[config.mk]
export PLATFORM = sky130hd
export DESIGN_NAME = prog_mem_arbiter
export DESIGN_NICKNAME = d
export VERILOG_FILES = /design/src/rtl/prog_mem_arbiter_pkg.sv /design/src/rtl/prog_mem_arbiter.sv
export SDC_FILE = /design/constraint.sdc
export NUM_CORES = 1
export LEC_CHECK = 0
export BUFFER_PORTS_ARGS = -buffer_cell sky130_fd_sc_hd__buf_2
export CAP_MARGIN = 20
export CORE_ASPECT_RATIO = 0.5
export CORE_MARGIN = 5
export CORE_UTILIZATION = 42
export CTS_CLUSTER_DIAMETER = 60
export DETAILED_ROUTE_END_ITERATION = 10
export PLACE_DENSITY = 0.75
export SLEW_MARGIN = 40
export SYNTH_ARGS = -nofsm -noshare
export SYNTH_HDL_FRONTEND = slang
export SYNTH_SLANG_ARGS = --single-unit
[constraint.sdc]
create_clock -name clk -period 1.7 [get_ports clk]
set_input_delay 0 -clock clk [delete_from_list [all_inputs] [get_ports clk]]
set_output_delay 0 -clock clk [all_outputs]
set_load 0.05 [all_outputs]
[src/rtl/prog_mem_arbiter_pkg.sv]
// rtl/prog_mem_arbiter_pkg.sv - shared state, owner codes and default widths for the program RAM arbiter
package prog_mem_arbiter_pkg;

    localparam int DEF_AW = 8;
    localparam int DEF_DW = 8;

    typedef enum logic [2:0] {
        ST_IDLE    = 3'd0,
        ST_CPU_RD  = 3'd1,
        ST_CPU_RSP = 3'd2,
        ST_LD_ACC  = 3'd3,
        ST_LD_RSP  = 3'd4
    } arb_state_e;

    localparam logic [1:0] OWN_NONE = 2'b00;
    localparam logic [1:0] OWN_CPU  = 2'b01;
    localparam logic [1:0] OWN_LD   = 2'b10;

endpackage

[src/rtl/prog_mem_arbiter.sv]
// rtl/prog_mem_arbiter.sv - round-robin sharing of the program RAM between CPU fetch and the loader
module prog_mem_arbiter
    import prog_mem_arbiter_pkg::*;
#(
    parameter int AW = DEF_AW,
    parameter int DW = DEF_DW
) (
    input  logic          clk,
    input  logic          CLB,
    input  logic          cpu_req,
    input  logic [AW-1:0] cpu_addr,
    output logic [DW-1:0] cpu_rdata,
    output logic          cpu_ack,
    input  logic          ld_req,
    input  logic          ld_we,
    input  logic [AW-1:0] ld_addr,
    input  logic [DW-1:0] ld_wdata,
    input  logic          ld_lock,
    output logic [DW-1:0] ld_rdata,
    output logic          ld_ack,
    output logic          mem_en,
    output logic          mem_we,
    output logic [AW-1:0] mem_addr,
    output logic [DW-1:0] mem_wdata,
    input  logic [DW-1:0] mem_rdata,
    output logic [1:0]    owner
);

    arb_state_e    state_q, state_d;
    logic          last_ld_q, last_ld_d;     // 1 = loader was granted most recently
    logic [AW-1:0] addr_q, addr_d;
    logic          we_q, we_d;
    logic [DW-1:0] wdata_q, wdata_d;
    logic [DW-1:0] cpu_rdata_q, cpu_rdata_d;
    logic [DW-1:0] ld_rdata_q, ld_rdata_d;
    logic          cpu_ack_q, cpu_ack_d;
    logic          ld_ack_q, ld_ack_d;

    logic cpu_elig;
    logic ld_elig;
    logic grant_cpu;
    logic grant_ld;

    // A requester whose ack is showing this cycle is ignored so a held request does not repeat.
    always_comb begin
        cpu_elig  = cpu_req && !ld_lock && !cpu_ack_q;
        ld_elig   = ld_req && !ld_ack_q;
        grant_cpu = cpu_elig && (!ld_elig || last_ld_q);
        grant_ld  = ld_elig && !grant_cpu;
    end

    // Next-state logic: arbitrate in IDLE, then walk the fixed access/response sequence.
    always_comb begin
        state_d     = state_q;
        last_ld_d   = last_ld_q;
        addr_d      = addr_q;
        we_d        = we_q;
        wdata_d     = wdata_q;
        cpu_rdata_d = cpu_rdata_q;
        ld_rdata_d  = ld_rdata_q;
        cpu_ack_d   = 1'b0;
        ld_ack_d    = 1'b0;
        case (state_q)
            ST_IDLE: begin
                if (grant_cpu) begin
                    state_d   = ST_CPU_RD;
                    last_ld_d = 1'b0;
                    addr_d    = cpu_addr;
                    we_d      = 1'b0;
                end else if (grant_ld) begin
                    state_d   = ST_LD_ACC;
                    last_ld_d = 1'b1;
                    addr_d    = ld_addr;
                    we_d      = ld_we;
                    wdata_d   = ld_wdata;
                end
            end
            ST_CPU_RD: begin
                state_d = ST_CPU_RSP;
            end
            ST_CPU_RSP: begin
                state_d     = ST_IDLE;
                cpu_ack_d   = 1'b1;
                cpu_rdata_d = mem_rdata;
            end
            ST_LD_ACC: begin
                state_d = ST_LD_RSP;
            end
            ST_LD_RSP: begin
                state_d  = ST_IDLE;
                ld_ack_d = 1'b1;
                if (!we_q) begin
                    ld_rdata_d = mem_rdata;
                end
            end
            default: begin
                state_d = ST_IDLE;
            end
        endcase
    end

    // State, arbitration history, latched transaction and response registers.
    always_ff @(posedge clk or negedge CLB) begin
        if (!CLB) begin
            state_q     <= ST_IDLE;
            last_ld_q   <= 1'b1;
            addr_q      <= '0;
            we_q        <= 1'b0;
            wdata_q     <= '0;
            cpu_rdata_q <= '0;
            ld_rdata_q  <= '0;
            cpu_ack_q   <= 1'b0;
            ld_ack_q    <= 1'b0;
        end else begin
            state_q     <= state_d;
            last_ld_q   <= last_ld_d;
            addr_q      <= addr_d;
            we_q        <= we_d;
            wdata_q     <= wdata_d;
            cpu_rdata_q <= cpu_rdata_d;
            ld_rdata_q  <= ld_rdata_d;
            cpu_ack_q   <= cpu_ack_d;
            ld_ack_q    <= ld_ack_d;
        end
    end

    // RAM strobes and owner are a pure decode of the state so reset drops them at once.
    always_comb begin
        mem_en    = 1'b0;
        mem_we    = 1'b0;
        mem_addr  = '0;
        mem_wdata = '0;
        owner     = OWN_NONE;
        case (state_q)
            ST_CPU_RD: begin
                mem_en   = 1'b1;
                mem_addr = addr_q;
                owner    = OWN_CPU;
            end
            ST_CPU_RSP: begin
                owner = OWN_CPU;
            end
            ST_LD_ACC: begin
                mem_en    = 1'b1;
                mem_we    = we_q;
                mem_addr  = addr_q;
                mem_wdata = wdata_q;
                owner     = OWN_LD;
            end
            ST_LD_RSP: begin
                owner = OWN_LD;
            end
            default: begin
                owner = OWN_NONE;
            end
        endcase
    end

    assign cpu_rdata = cpu_rdata_q;
    assign cpu_ack   = cpu_ack_q;
    assign ld_rdata  = ld_rdata_q;
    assign ld_ack    = ld_ack_q;

endmodule
==> results.json, run 1 <==
{
  "outcome": "completed",
  "netlist_area_mm2": 0.00173,
  "cts.sinks": 39,
  "synth_ff_type": "sky130_fd_sc_hd__dfrtp_1",
  "grt_remaining_overflow": 0,
  "initial_core_util": 0.440,
  "clockRootBuffer": "sky130_fd_sc_hd__clkbuf_8",
  "synth-seq-area-share": 0.566,
  "post-route-cell-area_mm2": 0.00255,
  "synth_area_leader_cell": "sky130_fd_sc_hd__dfrtp_1",
  "routed-via-count": 1371,
  "num_cts_buffers": 5,
  "maximum_number_of_pins_on_one_net_before_global_route_repair": 17,
  "syn_to_final_growth_pct": 47.9,
  "synth_area_leaders": "sky130_fd_sc_hd__dfrtp_1 (55%), sky130_fd_sc_hd__mux2_2 (10%), sky130_fd_sc_hd__mux2_4 (7.0%), sky130_fd_sc_hd__mux2i_1 (4.6%), sky130_fd_sc_hd__and3_1 (3.6%)",
  "avgViaCountPerCell": 4.63,
  "clk_pin_slew_ns": 0.08,
  "final_core_util": 0.651,
  "cts_tree": "yes",
  "critical-path-slowest-cell": "sky130_fd_sc_hd__dfrtp_1",
  "top_level_ports": 76,
  "diodes": 0,
  "firstDrtPassIters": 4,
  "grt_pass1_vias": 1510,
  "synth_enable_flop_cells": 0,
  "startpoint_type_of_the_worst_setup_path": "flop",
  "fp.dieW_um": 101,
  "setup_viol_count_final": 0,
  "synthCells": 133,
  "avgRoutedWirePerCell_um": 14.0,
  "placementRows": 16,
  "post-synth-top-area-fraction": 0.551,
  "clock_path_buffers": 2,
  "worst_tran_pin_value_ns": 0.334,
  "track_usage": 0.158,
  "powerDensity_mw_per_mm2": 2050,
  "coreArea_mm2": 0.00392,
  "power.ir.vdd_worst_v": 0.00136,
  "yosysUniqueCellTypes": 27,
  "cp_data_required_time_ns": 1.70,
  "post_synth_most_frequent_cells": "sky130_fd_sc_hd__dfrtp_1 (38), sky130_fd_sc_hd__mux2_2 (16), sky130_fd_sc_hd__and3_1 (10)",
  "ys_ff_latch": 39,
  "dr_drc_count": 0,
  "cpPeakStageDelay_ns": 0.38,
  "power.leakage_uw": 0.00138,
  "design.die.area_mm2": 0.00557,
  "detailed_placer_s_ending_hpwl_um": 2920,
  "crit_path_end_kind": "output pin",
  "post-route-period-util": 0.954,
  "cp_cell_sequence": "buf_4 > nor2b_2 > buf_4 > and2_1 > nand2b_1 > buf_6",
  "design_power_total_uw": 5240,
  "finalHoldViolations": 0,
  "cp_data_arrival_time_ns": 1.62,
  "slew_viol_final": 0,
  "num-nets-final": 279,
  "worst_hold_path_type": "input pin to flop",
  "skew_ns": 0.00436,
  "dieHeight_um": 55.3,
  "clock_network_latency_to_the_later_pin_of_the_worst_skew_pair_ns": 0.29,
  "routabilityCongestion": 0.736,
  "postPlaceCellArea_mm2": 0.00223,
  "place.port_buffers": 75,
  "cp.buffers_inverters": 3,
  "synth.net_count": 171,
  "critical_setup_path_class": "flop to output pin",
  "route.antenna.remaining_nets": 0,
  "drive_gt1_frac": 0.529,
  "timing.max_slew.rel_slack": 0.777,
  "routed_wl_um": 4150,
  "asyncSetResetFlopFracSynth": 1.00,
  "rsz_0062_raised_after_global_routing": "false",
  "placement.setup.worst_slack_ns": -0.00616,
  "path_max_fanout": 10,
  "layout_setup_ws_ns": 0.0786,
  "postSynthAreaPerCell_um2": 13.0,
  "cpLargestDelayFamily": "buffers and inverters",
  "max_cap_viol_count": 0,
  "synthMostInstantiatedCell": "sky130_fd_sc_hd__dfrtp_1",
  "max_freq_mhz": 617,
  "antenna_found_initial": 0,
  "crit_top_cell": "sky130_fd_sc_hd__buf_4",
  "grt_pass1_wl_um": 6950,
  "finalWorstPathRequiredPeriod_ns": 1.62,
  "cts-htree-levels": 2,
  "yosys_warning_total": 0,
  "iteration_0_drc_markers": 24
}
stage by stage:
step / cells / TNS (ns) / hold slack (ns)
6_report: 296 / 0 / 0.0116
5_1_grt: 296 / 0 / 0.0166
4_1_cts: 296 / 0 / 0.00839
3_5_place_dp: 268 / -0.00763 / -0.0779
3_3_place_gp: 268 / 0 / -0.0885
2_1_floorplan: 133 / -0.480 / -0.296
sequential cells by signal, summed over array words and instances, names as in the netlist:
name       cells
wdata_q        8
ld_ack         1
last_ld_q      1
cpu_rdata      8
cpu_ack        1
addr_q         8
we_q           1
ld_rdata       8
state_q        3
layout make-up:
class / count / area, µm²
sequential: 39 / 980
timing repair buffer: 107 / 672
clock inverter: 3 / 43.8
inverter: 2 / 7.51
fill: 314 / 1370
clock buffer: 5 / 68.8
multi-input combinational: 86 / 714
tap: 54 / 67.6
where the power goes:
part / total [µW] / internal (µW) / switching [µW]
combinational: 2850 / 983 / 1870
clock: 767 / 437 / 330
sequential: 1620 / 1390 / 233
per-layer routing:
layer | global-route usage | wire length (µm) | up-vias | part of all wire
met5 | 0 | 0 | - | 0
met4 | 0.0672 | 86 | 0 | 0.021
met3 | 0.0427 | 173 | 8 | 0.042
met2 | 0.290 | 2250 | 29 | 0.54
met1 | 0.169 | 1640 | 663 | 0.40
li1 | - | - | 671 | -
worst register-to-register path: stages (launching register included):
cell	delay [ns]
sky130_fd_sc_hd__dfrtp_2	0.42
sky130_fd_sc_hd__nor3b_4	0.26
sky130_fd_sc_hd__o21ai_4	0.09
sky130_fd_sc_hd__and3_2	0.32
sky130_fd_sc_hd__mux2_4	0.34
cells in the final DEF (no fill, tap or decap), types with 8 or more instances in the layout:
cell and instances:
sky130_fd_sc_hd__and2_1 9, sky130_fd_sc_hd__and3_1 9, sky130_fd_sc_hd__buf_2 74, sky130_fd_sc_hd__buf_4 12
sky130_fd_sc_hd__dfrtp_1 36, sky130_fd_sc_hd__dlygate4sd3_1 20, sky130_fd_sc_hd__mux2_2 16, sky130_fd_sc_hd__mux2_4 8
sky130_fd_sc_hd__mux2i_1 8, sky130_fd_sc_hd__nand2_1 9, sky130_fd_sc_hd__o21ai_0 8
path summary, 6_finish.rpt:
| kind | from | to | slack, ns | depth (start not counted) |
|---|---|---|---|---|
| max in group asynchronous | CLB | cpu_ack$_DFF_PN0_ | 1.00 | 3 |
| worst min-delay path | cpu_addr[2] | addr_q[2]$_DFFE_PN0P_ | 0.01 | 3 |
| worst max register to register | cpu_ack$_DFF_PN0_ | wdata_q[2]$_DFFE_PN0P_ | 0.16 | 4 |
| worst max-delay path | state_q[0]$_DFFE_PN0P_ | owner[1] | 0.08 | 6 |
| min in group asynchronous | CLB | cpu_rdata[2]$_DFFE_PN0P_ | 0.16 | 2 |
| worst min register to register | addr_q[2]$_DFFE_PN0P_ | addr_q[2]$_DFFE_PN0P_ | 0.47 | 2 |
cell families after synthesis:
logic type / count (synthesis) / share of synthesized area
flops: 39 / 0.566
mux: 32 / 0.220
compound gates: 13 / 0.0478
xor+xnor: 1 / 0.00507
simple gates: 40 / 0.138
buf+inv: 8 / 0.0225
what timing repair did:
item	4_1_cts	5_1_grt
buffers inserted	0	0
gates resized for setup	1	4
setup endpoints to repair	6	1
hold buffers	20	0
pin swaps	0	0
endpoints found under the hold margin	64	0
No activity file was read; power rests on OpenSTA's default activity.
==> inputs of run 2 (changes only) <==
- ABC_AREA: unset -> 1
- CORE_UTILIZATION: 42 -> 43
==> results.json, run 2 <==
{
  "outcome": "completed",
  "detailed_placer_s_ending_hpwl_um": 3440,
  "slew_viol_final": 0,
  "cts-htree-levels": 2,
  "cts_tree": "yes",
  "synth_area_leaders": "sky130_fd_sc_hd__dfrtp_1 (49%), sky130_fd_sc_hd__nand2_1 (13%), sky130_fd_sc_hd__inv_1 (9.1%), sky130_fd_sc_hd__nand3_2 (5.7%), sky130_fd_sc_hd__nand3_1 (3.9%)",
  "routabilityCongestion": 0.764,
  "num_cts_buffers": 5,
  "reg2regPathDepth": 6,
  "power.leakage_uw": 0.00153,
  "final_cell_mix": "sky130_fd_sc_hd__buf_2 (74), sky130_fd_sc_hd__nand2_1 (65), sky130_fd_sc_hd__inv_1 (47)",
  "setup_viol_count_final": 0,
  "regToRegStartpoint": "ld_ack$_DFF_PN0_",
  "avgViaCountPerCell": 4.49,
  "clock_path_buffers": 2,
  "clock_network_latency_to_the_later_pin_of_the_worst_skew_pair_ns": 0.28,
  "grt_pass1_wl_um": 7820,
  "grt_remaining_overflow": 0,
  "setup_tns_ns": 0,
  "routed-via-count": 1752,
  "yosysUniqueCellTypes": 21,
  "max_freq_mhz": 634,
  "ys_ff_latch": 39,
  "cts.repair_timing.setup_buffer_count": 0,
  "netlist_area_mm2": 0.00193,
  "startpoint_type_of_the_worst_setup_path": "flop",
  "powerDensity_mw_per_mm2": 1940,
  "route.antenna.remaining_nets": 0,
  "placement.setup.worst_slack_ns": 0.360,
  "clk_pin_slew_ns": 0.07,
  "synth_enable_flop_cells": 0,
  "detailroute.wirelength.met3_um": 252,
  "placementRows": 17,
  "iteration_0_drc_markers": 100,
  "cp-startpoint": "state_q[2]$_DFFE_PN0P_",
  "yosys_warning_total": 0,
  "worst_hold_path_type": "input pin to flop",
  "synth.net_count": 275,
  "initial_core_util": 0.443,
  "asyncSetResetFlopFracSynth": 1.00,
  "avgRoutedWirePerCell_um": 11.9,
  "skew_ns": 0.00429,
  "rsz_0062_raised_after_global_routing": "false",
  "critical_setup_path_class": "flop to output pin",
  "postSynthAreaPerCell_um2": 8.15,
  "num-nets-final": 370,
  "path_max_fanout": 10,
  "worstHoldStart": "ld_addr[6]",
  "post-synth-top-area-fraction": 0.492,
  "worst_r2r_endpoint": "wdata_q[2]$_DFFE_PN0P_",
  "whs_path_depth": 5,
  "maximum_number_of_pins_on_one_net_before_global_route_repair": 40,
  "route.top_layer_used": "met4",
  "place.port_buffers": 75,
  "layout_setup_ws_ns": 0.123,
  "cp_data_arrival_time_ns": 1.58,
  "firstDrtPassIters": 4,
  "synth-seq-area-share": 0.506,
  "design.die.area_mm2": 0.00601,
  "r2r_slack_ns": 0.36,
  "track_usage": 0.160,
  "synthCells": 237,
  "min_delay_worst_endpoint": "addr_q[6]$_DFFE_PN0P_",
  "finalWorstPathRequiredPeriod_ns": 1.58,
  "cts.sinks": 39,
  "synth_area_leader_cell": "sky130_fd_sc_hd__dfrtp_1",
  "grt_pass1_vias": 1775,
  "crit_path_end_kind": "output pin",
  "diodes": 0,
  "clockRootBuffer": "sky130_fd_sc_hd__clkbuf_8",
  "design_power_total_uw": 5020,
  "dieHeight_um": 57.4,
  "detailroute.wirelength.met2_um": 2360,
  "synth_ff_type": "sky130_fd_sc_hd__dfrtp_1",
  "route.layer.met1.wl_um": 2000,
  "post-route-period-util": 0.928,
  "synthMostInstantiatedCell": "sky130_fd_sc_hd__nand2_1",
  "final_core_util": 0.593,
  "dr_drc_count": 0,
  "max_cap_viol_count": 0,
  "fp.dieW_um": 105,
  "finalHoldViolations": 0,
  "top_level_ports": 76,
  "worst_tran_pin_value_ns": 0.477,
  "cp_data_required_time_ns": 1.70,
  "timing.max_slew.rel_slack": 0.682,
  "layout_commonest_cell": "sky130_fd_sc_hd__buf_2",
  "coreArea_mm2": 0.00436,
  "post_synth_most_frequent_cells": "sky130_fd_sc_hd__nand2_1 (65), sky130_fd_sc_hd__inv_1 (47), sky130_fd_sc_hd__dfrtp_1 (38)",
  "syn_to_final_growth_pct": 33.9,
  "power.ir.vdd_worst_v": 0.00113,
  "routed_wl_um": 4660,
  "drive_gt1_frac": 0.330,
  "antenna_found_initial": 0,
  "fillCellCount": 409
}
-- run 2: cell types whose count changed in the layout (fill, tap and decap cells not counted), sizes merged, moves of 8 or more --
cell,change
mux2,-24
nand3,+27
nand2,+62
buf,-12
inv,+51
o21ai,+8
and3,-10
mux2i,-8
nor2,+19
and2,-9
-- run 2: layout make-up --
cell class	count	area, µm²	share of cell area
clock buffer	7	76.3	0.0295
clock inverter	1	5.00	0.00193
inverter	53	204	0.0788
multi-input combinational	140	696	0.269
sequential	39	977	0.378
tap	57	71.3	0.0276
timing repair buffer	93	558	0.216
-- run 2: routing by layer --
layer / up-vias / track usage
li1: 892 / -
met5: - / 0
met4: 0 / 0.0565
met2: 36 / 0.283
met3: 6 / 0.0452
met1: 818 / 0.189
-- run 2: repair_timing --
item / 4_1_cts / 5_1_grt
endpoints found under the hold margin: 61 / 0
endpoints found under the setup margin: 0 / 0
resized for setup: 0 / 0
hold buffers: 18 / 0
-- run 2: cell families after synthesis --
| group | share of synthesized area |
|---|---|
| buffers and inverters | 0.134 |
| and+or+nand+nor | 0.311 |
| DFF | 0.506 |
| AOI/OAI and AO/OA | 0.0492 |
-- run 2: how the worst max path moves through the flow --
stage / to / slack [ns]
finish: mem_wdata[2] / 0.12
floorplan: mem_wdata[0] / -0.03
global route: mem_wdata[2] / 0.008
CTS: mem_we / 0.1
detailed placement: wdata_q[7]$_DFFE_PN0P_ / 0.36
global placement: wdata_q[4]$_DFFE_PN0P_ / 0.42
-- run 2: worst max-delay path, cell delays in order (launching register included) --
cell                      delay [ns]
sky130_fd_sc_hd__dfrtp_1        0.43
sky130_fd_sc_hd__nor2_4         0.14
sky130_fd_sc_hd__inv_2          0.10
sky130_fd_sc_hd__nor2_2         0.13
sky130_fd_sc_hd__inv_2          0.10
sky130_fd_sc_hd__nor2_1         0.11
sky130_fd_sc_hd__buf_2          0.28
-- run 2: per-stage QoR --
step                      hold slack (ns)  cell area [µm²]  instances
final                              0.0330             2590        390
after detailed placement            0.158             2320        364
after global placement              0.134             2320        364
after CTS                          0.0235             2580        390
after global routing               0.0455             2590        390
after floorplan                    -0.296             1930        237
-- run 2: power by group --
part / internal (µW) / switching (µW) / total (µW)
Clock: 288 / 296 / 583
Sequential: 1390 / 248 / 1630
Combinational: 671 / 2130 / 2800
